### src/rtl/mem_arb_pkg.sv
// Shared types and width defaults for the CPU/DMA memory port arbiter.
package mem_arb_pkg;

  localparam int ADDR_W_DEF = 12;
  localparam int DATA_W_DEF = 12;

  typedef enum logic [1:0] {
    IDLE = 2'd0,
    BUSY = 2'd1,
    DONE = 2'd2
  } arb_state_t;

  typedef enum logic {
    OWN_CPU = 1'b0,
    OWN_DMA = 1'b1
  } owner_t;

  function automatic owner_t other_owner(input owner_t o);
    return (o == OWN_CPU) ? OWN_DMA : OWN_CPU;
  endfunction

endpackage

### src/rtl/mem_port_arbiter.sv
// Round-robin arbiter sharing one memory port between the CPU datapath and a DMA requester.
// Each grant holds the port for MEM_LAT cycles, then returns a one-cycle ack with read data.
module mem_port_arbiter
  import mem_arb_pkg::*;
#(
  parameter int ADDR_W  = ADDR_W_DEF,
  parameter int DATA_W  = DATA_W_DEF,
  parameter int MEM_LAT = 1
) (
  input  logic              clk,
  input  logic              rst,
  input  logic              cpu_req,
  input  logic              cpu_we,
  input  logic [ADDR_W-1:0] cpu_addr,
  input  logic [DATA_W-1:0] cpu_wdata,
  output logic              cpu_ack,
  output logic              cpu_stall,
  input  logic              dma_req,
  input  logic              dma_we,
  input  logic [ADDR_W-1:0] dma_addr,
  input  logic [DATA_W-1:0] dma_wdata,
  output logic              dma_ack,
  output logic [DATA_W-1:0] rdata,
  output logic              owner,
  output logic              busy,
  output logic              mem_read,
  output logic              mem_write,
  output logic [ADDR_W-1:0] mem_addr,
  output logic [DATA_W-1:0] mem_wdata,
  input  logic [DATA_W-1:0] mem_rdata
);

  localparam int              CNT_W    = (MEM_LAT > 1) ? $clog2(MEM_LAT) : 1;
  localparam logic [CNT_W-1:0] CNT_LAST = CNT_W'(MEM_LAT - 1);

  arb_state_t        r_state, w_state_nxt;
  owner_t            r_ptr, w_ptr_nxt;
  owner_t            r_owner, w_owner_nxt;
  logic [CNT_W-1:0]  r_cnt, w_cnt_nxt;
  logic              r_we_l, w_we_nxt;
  logic [ADDR_W-1:0] r_addr_l, w_addr_nxt;
  logic [DATA_W-1:0] r_wdata_l, w_wdata_nxt;
  logic [DATA_W-1:0] r_rdata, w_rdata_nxt;
  logic              r_busy, w_busy_nxt;
  logic              r_cpu_ack, w_cpu_ack_nxt;
  logic              r_dma_ack, w_dma_ack_nxt;
  logic              r_mem_read, w_mem_read_nxt;
  logic              r_mem_write, w_mem_write_nxt;

  logic              w_any_req;
  logic              w_pick_dma;
  logic              w_sel_we;
  logic [ADDR_W-1:0] w_sel_addr;
  logic [DATA_W-1:0] w_sel_wdata;

  // DMA wins only when it is alone or when the pointer favours it.
  assign w_any_req   = cpu_req | dma_req;
  assign w_pick_dma  = dma_req & (~cpu_req | (r_ptr == OWN_DMA));
  assign w_sel_we    = w_pick_dma ? dma_we    : cpu_we;
  assign w_sel_addr  = w_pick_dma ? dma_addr  : cpu_addr;
  assign w_sel_wdata = w_pick_dma ? dma_wdata : cpu_wdata;

  always_comb begin
    w_state_nxt     = r_state;
    w_ptr_nxt       = r_ptr;
    w_owner_nxt     = r_owner;
    w_cnt_nxt       = r_cnt;
    w_we_nxt        = r_we_l;
    w_addr_nxt      = r_addr_l;
    w_wdata_nxt     = r_wdata_l;
    w_rdata_nxt     = r_rdata;
    w_busy_nxt      = r_busy;
    w_cpu_ack_nxt   = 1'b0;
    w_dma_ack_nxt   = 1'b0;
    w_mem_read_nxt  = 1'b0;
    w_mem_write_nxt = 1'b0;

    case (r_state)
      IDLE: begin
        if (w_any_req) begin
          w_state_nxt     = BUSY;
          w_owner_nxt     = w_pick_dma ? OWN_DMA : OWN_CPU;
          w_we_nxt        = w_sel_we;
          w_addr_nxt      = w_sel_addr;
          w_wdata_nxt     = w_sel_wdata;
          w_cnt_nxt       = '0;
          w_busy_nxt      = 1'b1;
          w_mem_read_nxt  = ~w_sel_we;
          w_mem_write_nxt = w_sel_we;
        end
      end
      BUSY: begin
        w_cnt_nxt = r_cnt + 1'b1;
        if (r_cnt == CNT_LAST) begin
          w_state_nxt   = DONE;
          w_cpu_ack_nxt = (r_owner == OWN_CPU);
          w_dma_ack_nxt = (r_owner == OWN_DMA);
          if (!r_we_l) begin
            w_rdata_nxt = mem_rdata;
          end
        end else begin
          w_mem_read_nxt  = ~r_we_l;
          w_mem_write_nxt = r_we_l;
        end
      end
      DONE: begin
        w_state_nxt = IDLE;
        w_busy_nxt  = 1'b0;
        w_ptr_nxt   = other_owner(r_owner);
      end
      default: begin
        w_state_nxt = IDLE;
        w_busy_nxt  = 1'b0;
      end
    endcase
  end

  always_ff @(posedge clk or posedge rst) begin
    if (rst) begin
      r_state     <= IDLE;
      r_ptr       <= OWN_CPU;
      r_owner     <= OWN_CPU;
      r_cnt       <= '0;
      r_we_l      <= 1'b0;
      r_addr_l    <= '0;
      r_wdata_l   <= '0;
      r_rdata     <= '0;
      r_busy      <= 1'b0;
      r_cpu_ack   <= 1'b0;
      r_dma_ack   <= 1'b0;
      r_mem_read  <= 1'b0;
      r_mem_write <= 1'b0;
    end else begin
      r_state     <= w_state_nxt;
      r_ptr       <= w_ptr_nxt;
      r_owner     <= w_owner_nxt;
      r_cnt       <= w_cnt_nxt;
      r_we_l      <= w_we_nxt;
      r_addr_l    <= w_addr_nxt;
      r_wdata_l   <= w_wdata_nxt;
      r_rdata     <= w_rdata_nxt;
      r_busy      <= w_busy_nxt;
      r_cpu_ack   <= w_cpu_ack_nxt;
      r_dma_ack   <= w_dma_ack_nxt;
      r_mem_read  <= w_mem_read_nxt;
      r_mem_write <= w_mem_write_nxt;
    end
  end

  assign cpu_ack   = r_cpu_ack;
  assign dma_ack   = r_dma_ack;
  assign cpu_stall = cpu_req & ~r_cpu_ack;
  assign rdata     = r_rdata;
  assign owner     = r_owner;
  assign busy      = r_busy;
  assign mem_read  = r_mem_read;
  assign mem_write = r_mem_write;
  assign mem_addr  = r_addr_l;
  assign mem_wdata = r_wdata_l;

  a_single_ack: assert property (@(posedge clk) disable iff (rst) !(r_cpu_ack && r_dma_ack));
  a_single_strobe: assert property (@(posedge clk) disable iff (rst) !(r_mem_read && r_mem_write));

endmodule

### config.mk
export PLATFORM = sky130hd
export DESIGN_NAME = mem_port_arbiter
export DESIGN_NICKNAME = d
export VERILOG_FILES = /design/src/rtl/mem_arb_pkg.sv /design/src/rtl/mem_port_arbiter.sv
export SDC_FILE = /design/constraint.sdc
export NUM_CORES = 1
export LEC_CHECK = 0
export BUFFER_PORTS_ARGS = -buffer_cell sky130_fd_sc_hd__buf_2
export CAP_MARGIN = 20
export CORE_MARGIN = 4
export CORE_UTILIZATION = 49
export DETAILED_ROUTE_END_ITERATION = 10
export GPL_TIMING_DRIVEN = 0
export PLACE_DENSITY = 0.85
export SETUP_SLACK_MARGIN = 0.1
export SLEW_MARGIN = 20
export SYNTH_ARGS = -nofsm -noshare
export SYNTH_HDL_FRONTEND = slang
export SYNTH_SLANG_ARGS = --single-unit
export TNS_END_PERCENT = 1
### constraint.sdc
create_clock -name clk -period 4.8 [get_ports clk]
set_clock_uncertainty 0.15 [all_clocks]
set_input_delay 0.72 -clock clk [delete_from_list [all_inputs] [get_ports clk]]
set_output_delay 0.72 -clock clk [all_outputs]
set_load 0.01 [all_outputs]
Word level (Yosys, flattened, before mapping):

Index checks and enable logic that the tools add are counted.

* register bits after elaboration: 47
* input port bits: 66
* output and inout bits: 43
* logic and storage cells: 58

* add/sub/neg operators: 1
* eq/ne operators: 4
* multiplexer cells: 22
* bitwise operators: 11
* reduce and logical (&&, ||, !) cells: 7

Operators by type and width (number)
* two-way mux 12 bit: 2
* two-way mux 1 bit: 13
* one-hot mux 1 bit (2 select lines): 4
* AND reduction 2 bit: 4
* NOT 1 bit: 7
* two-way mux 2 bit: 2
* != test 2 bit, second input constant: 2
* one-hot mux 2 bit (2 select lines): 1
* AND reduction 3 bit: 1
* bitwise AND 1 bit: 2
* equality test 2 x 1 -> 1 bit, second input constant: 1
* equality test 2 bit, second input constant: 1
* zero test 2 bit: 1
* OR 1 bit: 2
* nonzero test 2 bit: 1
* adder 1 bit, second input constant: 1

Depth between registers and ports, before layout:

Gate-level depths: netlist of the first run.

* depth in word-level cells: 7
* depth in mapped cells: 6

Least setup slack after synthesis of the first run:

Ideal clock, no wire load.

* path kind: input -> register
* start: input cpu_req
* end: register r_addr_l[11], in the netlist mem_addr[11]
* library setup time: 0.082 ns
* arrival time: 1.652 ns
* data required time: 4.568 ns
* setup slack: 2.916 ns
* stages on the path: 6
* cell sequence: or2_1 > buf_2 > and2_1 > buf_2 > buf_2 > a31oi_1

* cells in the longest elaborated chain, start to end: 4

Ends and longest elaborated chain
* start, declared: RTL line mem_port_arbiter.sv:12 `input logic cpu_req,`
* NOT 1 bit: RTL line mem_port_arbiter.sv:58 `assign w_pick_dma = dma_req & (~cpu_req | (r_ptr == OWN_DMA));`
* OR 1 bit: RTL line mem_port_arbiter.sv:58
* bitwise AND 1 bit: RTL line mem_port_arbiter.sv:58
* two-way mux 12 bit: RTL line mem_port_arbiter.sv:60 `assign w_sel_addr = w_pick_dma ? dma_addr : cpu_addr;`
* end signal, assigned: RTL line mem_port_arbiter.sv:139 `r_addr_l <= w_addr_nxt;`
* end, declared: RTL line mem_port_arbiter.sv:41 `logic [ADDR_W-1:0] r_addr_l, w_addr_nxt;`

Parallel ways exist; a longest one is shown, timed or not.
A chain may end at the register's enable or synchronous reset.

Worst setup path in the final report of the first run:

* start: input cpu_req
* end: output cpu_stall

* cells in the longest elaborated chain, start to end: 1

Ends and longest elaborated chain
* bitwise AND 1 bit: RTL line mem_port_arbiter.sv:152 `assign cpu_stall = cpu_req & ~r_cpu_ack;`
* end, declared: RTL line mem_port_arbiter.sv:17 `output logic cpu_stall,`

No other way between the ends.

==> impl_metrics.yaml, run 1 <==
placed_design:
  port_buffers: 108
  dp.cells: 367
  place_congestion: 0.831
  dp_hpwl_um: 4480
clocking:
  post_cts_resized: 0
  htree_levels: 2
  numCtsBuffers: 5
  clock_sinks: 47
  ctsHoldBuffers: 0
  clkLatencyLatePin_ps: 290
  cts_buffer_depth: 2
  cts_tree: "yes"
  path_clk_slew_ps: 80
  clockRootBuffer: "clkbuf_8"
  cts_setup_buffers: 0
worst_setup_path:
  cp_common_cell: "buf_2"
  cp_slowest_cell: "buf_2"
  cpPeakStageDelay_ps: 130
  path_cells: "buf_2, nor2b_1, buf_2"
  cp.required_ps: 3930
  crit_path_end_kind: "output port"
  worstPathMaxFanout: 4
  start_kind: "input pin"
  crit_type: "in2out"
  critPathArrivalTime_ps: 1090
detailed_routing:
  routed_wl_um: 5970
  drcViolationCount: 0
  routedWlPerCell_um: 15.9
  dr_total_vias: 2089
  viasPerCell: 5.57
  first_pass_iters: 4
  dr.first_iter.drc_count: 172
  ant_nets: 0
sta:
  hold_viol_final: 0
  relSlewSlack_pct: 66.6
  timing.fmax_mhz: 510
  fin_tns_setup_ps: 0
  grt_setup_unrepaired: "false"
  worst_pin_slew_ps: 501
  finalMaxSlewViolations: 0
  period_share_pct: 40.8
  setup_viol_count_final: 0
  fin_crit_ps: 1960
yosys:
  ys_types: 28
  postSynthCellCount: 208
  synth_seq_area_share_pct: 54.5
  synth_warnings: 0
  synth-seq-cells: 47
  netlist_area_um2: 2160
  syn_avg_cell_area_um2: 10.4
  synth_fp_nets: 274
floorplan:
  ios: 109
  fp.dieH_um: 74.4
  die_area_um2: 5530
  die_w_um: 74.4
  initial_core_util_pct: 52.4
  core_um2: 4120
  rows: 23
worst_hold_path:
  hold_class: "in2async"
layout:
  area_delta_synth_final_pct: 33.5
  final.fill_count: 350
  fin_cells: 375
  n_antenna_cell: 0
  drive_above_1_share_pct: 43.1
  nets: 390
grt:
  track_usage_pct: 21.5
  grt_pass1_wl_um: 9050
  grt_pass1_vias: 1988
  antenna_found_initial: 0
  grt_max_degree: 27
  overflow: 0
status:
  status: "finished clean"
pwr:
  leakage_uw: 0.00137
  p_per_area_nw_per_um2: 635
  peakVddDrop_v: 0.000298
flow_run:
  cap_viol_max_count: 0
[sequential cells by signal (all words and copies together) (netlist names)]
register and count:
mem_wdata 12, busy 1, r_cnt 1, rdata 12, mem_read 1, owner 1
mem_addr 12, cpu_ack 1, mem_write 1, r_ptr 1, r_we_l 1, r_state 2
dma_ack 1
[where the power goes]
part	internal (uW)	switching, uW	leakage (uW)	total [uW]
sequential	596	118	0.000545	714
combinational	396	464	0.000776	861
clock	131	123	0.0000515	255
total	1120	705	0.00137	1830
[synth_stat cells]
| library cell | number | area share [%] |
|---|---|---|
| a21o_1 | 1 | 0.35 |
| a21oi_1 | 26 | 6.0 |
| a31o_2 | 1 | 0.41 |
| a31oi_1 | 25 | 7.3 |
| a32o_1 | 1 | 0.46 |
| and2_1 | 2 | 0.58 |
| buf_1 | 2 | 0.35 |
| buf_12 | 1 | 0.93 |
| buf_2 | 7 | 1.6 |
| clkbuf_1 | 10 | 1.7 |
| dfrtp_1 | 47 | 55 |
| inv_1 | 4 | 0.70 |
| mux2_2 | 2 | 1.0 |
| mux2_4 | 10 | 7.0 |
| nand2_1 | 3 | 0.52 |
| nand2b_1 | 1 | 0.29 |
| nand3_1 | 25 | 5.8 |
| nand3b_1 | 1 | 0.35 |
| nand4_1 | 2 | 0.58 |
| nor2_1 | 3 | 0.52 |
| nor2_4 | 1 | 0.52 |
| nor2b_1 | 2 | 0.58 |
| o211ai_1 | 1 | 0.35 |
| o21ai_0 | 26 | 6.0 |
| o31ai_1 | 1 | 0.35 |
| or2_1 | 1 | 0.29 |
| or2b_1 | 1 | 0.35 |
| or3b_4 | 1 | 0.52 |
[critical path: cells and delay by family]
kind                   cells  cell delay, ps
AND/OR/NAND/NOR            1             120
buffers and inverters      2             250
[cell usage in the layout (no fill, tap or decap), types with 2 or more instances in the layout]
cell | Yosys | routed
buf_1 | 2 | 2
clkbuf_1 | 10 | 11
a21oi_1 | 26 | 26
inv_1 | 4 | 3
clkbuf_8 | 0 | 7
dfrtp_1 | 47 | 47
nor2b_1 | 2 | 2
buf_12 | 1 | 2
o21ai_0 | 26 | 26
nand2_1 | 3 | 3
mux2_4 | 10 | 10
nor2_1 | 3 | 3
mux2_2 | 2 | 2
buf_2 | 7 | 115
a31oi_1 | 25 | 25
and2_1 | 2 | 2
nand3_1 | 25 | 25
nand4_1 | 2 | 2
[metal layers]
layer,vias up,global-route usage (%),share of wire (%)
met2,117,36.8,48
li1,992,-,-
met1,972,26.4,39
met5,-,0,0
met4,0,7.71,1.7
met3,8,5.68,11
[path summary, 6_finish.rpt]
check                           start         to  slack, ps  cells past startpoint
max in group asynchronous         rst  mem_write       3710                      3
min reg2reg                      busy       busy        340                      1
min in group clk                 busy       busy        340                      1
max reg2reg                r_state[0]   rdata[0]       3030                      4
min                               rst   rdata[3]        290                      2
max                           cpu_req  cpu_stall       2840                      3
[stage by stage]
step / instance area (um^2) / hold WS [ps] / power (uW) / utilization (%) / worst slack (ps)
2_1_floorplan: 2160 / 341 / 1250 / - / 2810
3_3_place_gp: 2760 / 310 / 1550 / 67.1 / 2290
3_5_place_dp: 2780 / 315 / 1590 / 67.6 / 2600
4_1_cts: 2880 / 300 / 1850 / 70.0 / 2840
5_1_grt: 2880 / 332 / 1960 / 70.0 / 2770
6_report: 2880 / 288 / 1830 / 70.0 / 2840
[logic make-up (layout without fill, tap and decap cells)]
group	Yosys count	in the layout	synth area share, %
compound gates	82	82	21.2
buf+inv	24	141	5.34
flops	47	47	54.5
mux	12	12	8.00
simple gates	43	43	10.9
[final cells by class]
class | count | area (um^2) | area share (%)
flip-flops and latches | 47 | 1180 | 40.8
multi-input cells | 137 | 866 | 30.1
repair buffers | 109 | 561 | 19.5
clock buffers | 8 | 100 | 3.48
plain buffers | 20 | 100 | 3.48
well taps | 50 | 62.6 | 2.17
inverters | 4 | 15.0 | 0.521
(Power assumes the default switching activity.)
==> run 2: changes to the inputs <==
--- a/config.mk
+++ b/config.mk
@@ -8,10 +8,10 @@
 export BUFFER_PORTS_ARGS = -buffer_cell sky130_fd_sc_hd__buf_2
 export CAP_MARGIN = 20
 export CORE_MARGIN = 4
-export CORE_UTILIZATION = 49
+export CORE_UTILIZATION = 45
 export DETAILED_ROUTE_END_ITERATION = 10
 export GPL_TIMING_DRIVEN = 0
-export PLACE_DENSITY = 0.85
+export PLACE_DENSITY = 0.79
 export SETUP_SLACK_MARGIN = 0.1
 export SLEW_MARGIN = 20
 export SYNTH_ARGS = -nofsm -noshare
==> constraint.sdc (replaced) <==
create_clock -name clk -period 1.85 [get_ports clk]
set_clock_uncertainty 0.15 [all_clocks]
set_input_delay 0.2775 -clock clk [delete_from_list [all_inputs] [get_ports clk]]
set_output_delay 0.2775 -clock clk [all_outputs]
set_load 0.01 [all_outputs]
==> run 2 against run 1 <==
  * Total power rose to 2.6 times the previous value
  * Non-clock buffer count up 3
  * Setup slack got worse by 2700 ps
  * Sequential power increased to 2.6 times the previous value
  * Clock power grew to 2.7 times the previous value
  * Utilization fell by 5.3 points
  * Sequential cell count unchanged
  * Global-route usage fell by 0.56 points
  * Routed wire length increased by 1.9%
  * Critical endpoint is now rdata[4]
  * Largest power group unchanged
==> impl_metrics.yaml, run 2 (same netlist as run 1, synthesis figures left out) <==
status:
  status: "finished clean"
grt:
  grt_max_degree: 30
  antenna_found_initial: 0
  grt_pass1_vias: 2132
  overflow: 0
  track_usage_pct: 21.0
  grt_pass1_wl_um: 10100
worst_setup_path:
  critPathBufInv: 1
  start_kind: "flip-flop"
  cp_top_family: "simple AND/OR/NAND/NOR gates"
  reg2reg_depth: 4
  r2r_end: "rdata[4]"
  cp.required_ps: 1880
  cpPeakStageDelay_ps: 440
  cp_slowest_cell: "or3b_4"
  path_cells: "or3b_4, nor2_4, buf_12, mux2_4"
  worstPathMaxFanout: 10
  r2r_setup_slack_ps: 100
  crit_path_end_kind: "flip-flop"
  crit_type: "reg2reg"
  r2r_start: "r_cnt"
  critPathArrivalTime_ps: 1780
placed_design:
  dp.cells: 369
  place_congestion: 0.752
  dpl_cell_area_um2: 2780
  dp_hpwl_um: 4350
  port_buffers: 108
floorplan:
  die_area_um2: 5970
  ios: 109
  core_um2: 4500
  fp.dieH_um: 77.2
  initial_core_util_pct: 47.9
  die_w_um: 77.2
  rows: 24
pwr:
  peakVddDrop_v: 0.000898
  leakage_uw: 0.00140
  p_per_area_nw_per_um2: 1640
detailed_routing:
  dr.first_iter.drc_count: 41
  viasPerCell: 5.50
  first_pass_iters: 4
  dr_total_vias: 2089
  drcViolationCount: 0
  routedWlPerCell_um: 16.0
  routed_wl_um: 6080
  ant_nets: 0
sta:
  timing.fmax_mhz: 573
  fin_crit_ps: 1750
  finalMaxSlewViolations: 0
  period_share_pct: 94.4
  grt_setup_unrepaired: "true"
  hold_viol_final: 0
  relSlewSlack_pct: 63.7
  worst_pin_slew_ps: 545
  setup_viol_count_final: 0
clocking:
  htree_levels: 2
  path_clk_slew_ps: 80
  cts_buffer_depth: 2
  numCtsBuffers: 5
  clkLatencyLatePin_ps: 300
  clock_sinks: 47
  clockRootBuffer: "clkbuf_8"
  cts_tree: "yes"
layout:
  drive_above_1_share_pct: 44.5
  n_antenna_cell: 0
  fin_cells: 380
  final_common_cell: "buf_2"
  layout_common_cells: "buf_2, dfrtp_1, o21ai_0, a21oi_1"
  nets: 393
  fin_area_um2: 2910
  area_delta_synth_final_pct: 35.1
worst_hold_path:
  hold_class: "in2reg"
  whs_path_depth: 2
  min_from: "mem_rdata[7]"
  holdPathEnd: "rdata[7]"
flow_run:
  cap_viol_max_count: 0
## run 2: worst reg2reg max path, cell delays in order (launching register included)
cell	delay, ps
dfrtp_1	420
or3b_4	440
nor2_4	160
buf_12	160
mux2_4	310
## run 2: cell type report
cell class / count / area, um^2
Buffer: 20 / 104
Clock buffer: 8 / 100
Fill cell: 404 / 1590
Inverter: 4 / 15.0
Multi-Input combinational cell: 137 / 868
Sequential cell: 47 / 1180
Tap cell: 52 / 65.1
Timing Repair Buffer: 112 / 586
## run 2: per-stage QoR
stage          utilization (%)  setup slack, ps  power, uW  hold slack, ps  TNS (ps)
4_1_cts                   64.6              100       4820            48.8         0
2_1_floorplan                -              192       3250             276         0
3_5_place_dp              61.8             89.2       4100             150         0
6_report                  64.7              104       4790            60.1         0
3_3_place_gp              61.3             -270       4040             309    -12640
5_1_grt                   64.7             34.0       5160            56.3         0
## run 2: how the worst max path moves through the flow
stage	slack, ps	end	start	cells past startpoint
6_report	100	rdata[4]	r_cnt	4
2_1_floorplan	190	rdata[0]	r_state[0]	4
3_3_place_gp	-270	mem_addr[7]	rst	2
3_5_place_dp	90	rdata[4]	r_state[0]	4
5_1_grt	30	mem_wdata[1]	r_ptr	5
4_1_cts	100	rdata[4]	r_cnt	4
## run 2: routing by layer
layer,vias up,global-route usage (%),part of all wire (%)
li1,997,-,-
met1,987,27.4,44
met2,99,33.8,47
met3,6,6.67,8.6
met4,0,5.16,0.90
met5,-,0,0
## run 2: power breakdown
part	internal, uW	total [uW]	switching, uW	leakage, uW
sequential	1550	1840	295	0.000545
combinational	1060	2270	1210	0.000801
clock	341	676	334	0.0000515
## run 2: repair_timing
item | in CTS | in global routing
pin swaps | 1 | 0
endpoints found under the setup margin | 11 | 34
gates resized for setup | 0 | 6
hold endpoints to repair | 18 | 0
setup buffers | 2 | 0
hold buffers | 1 | 0
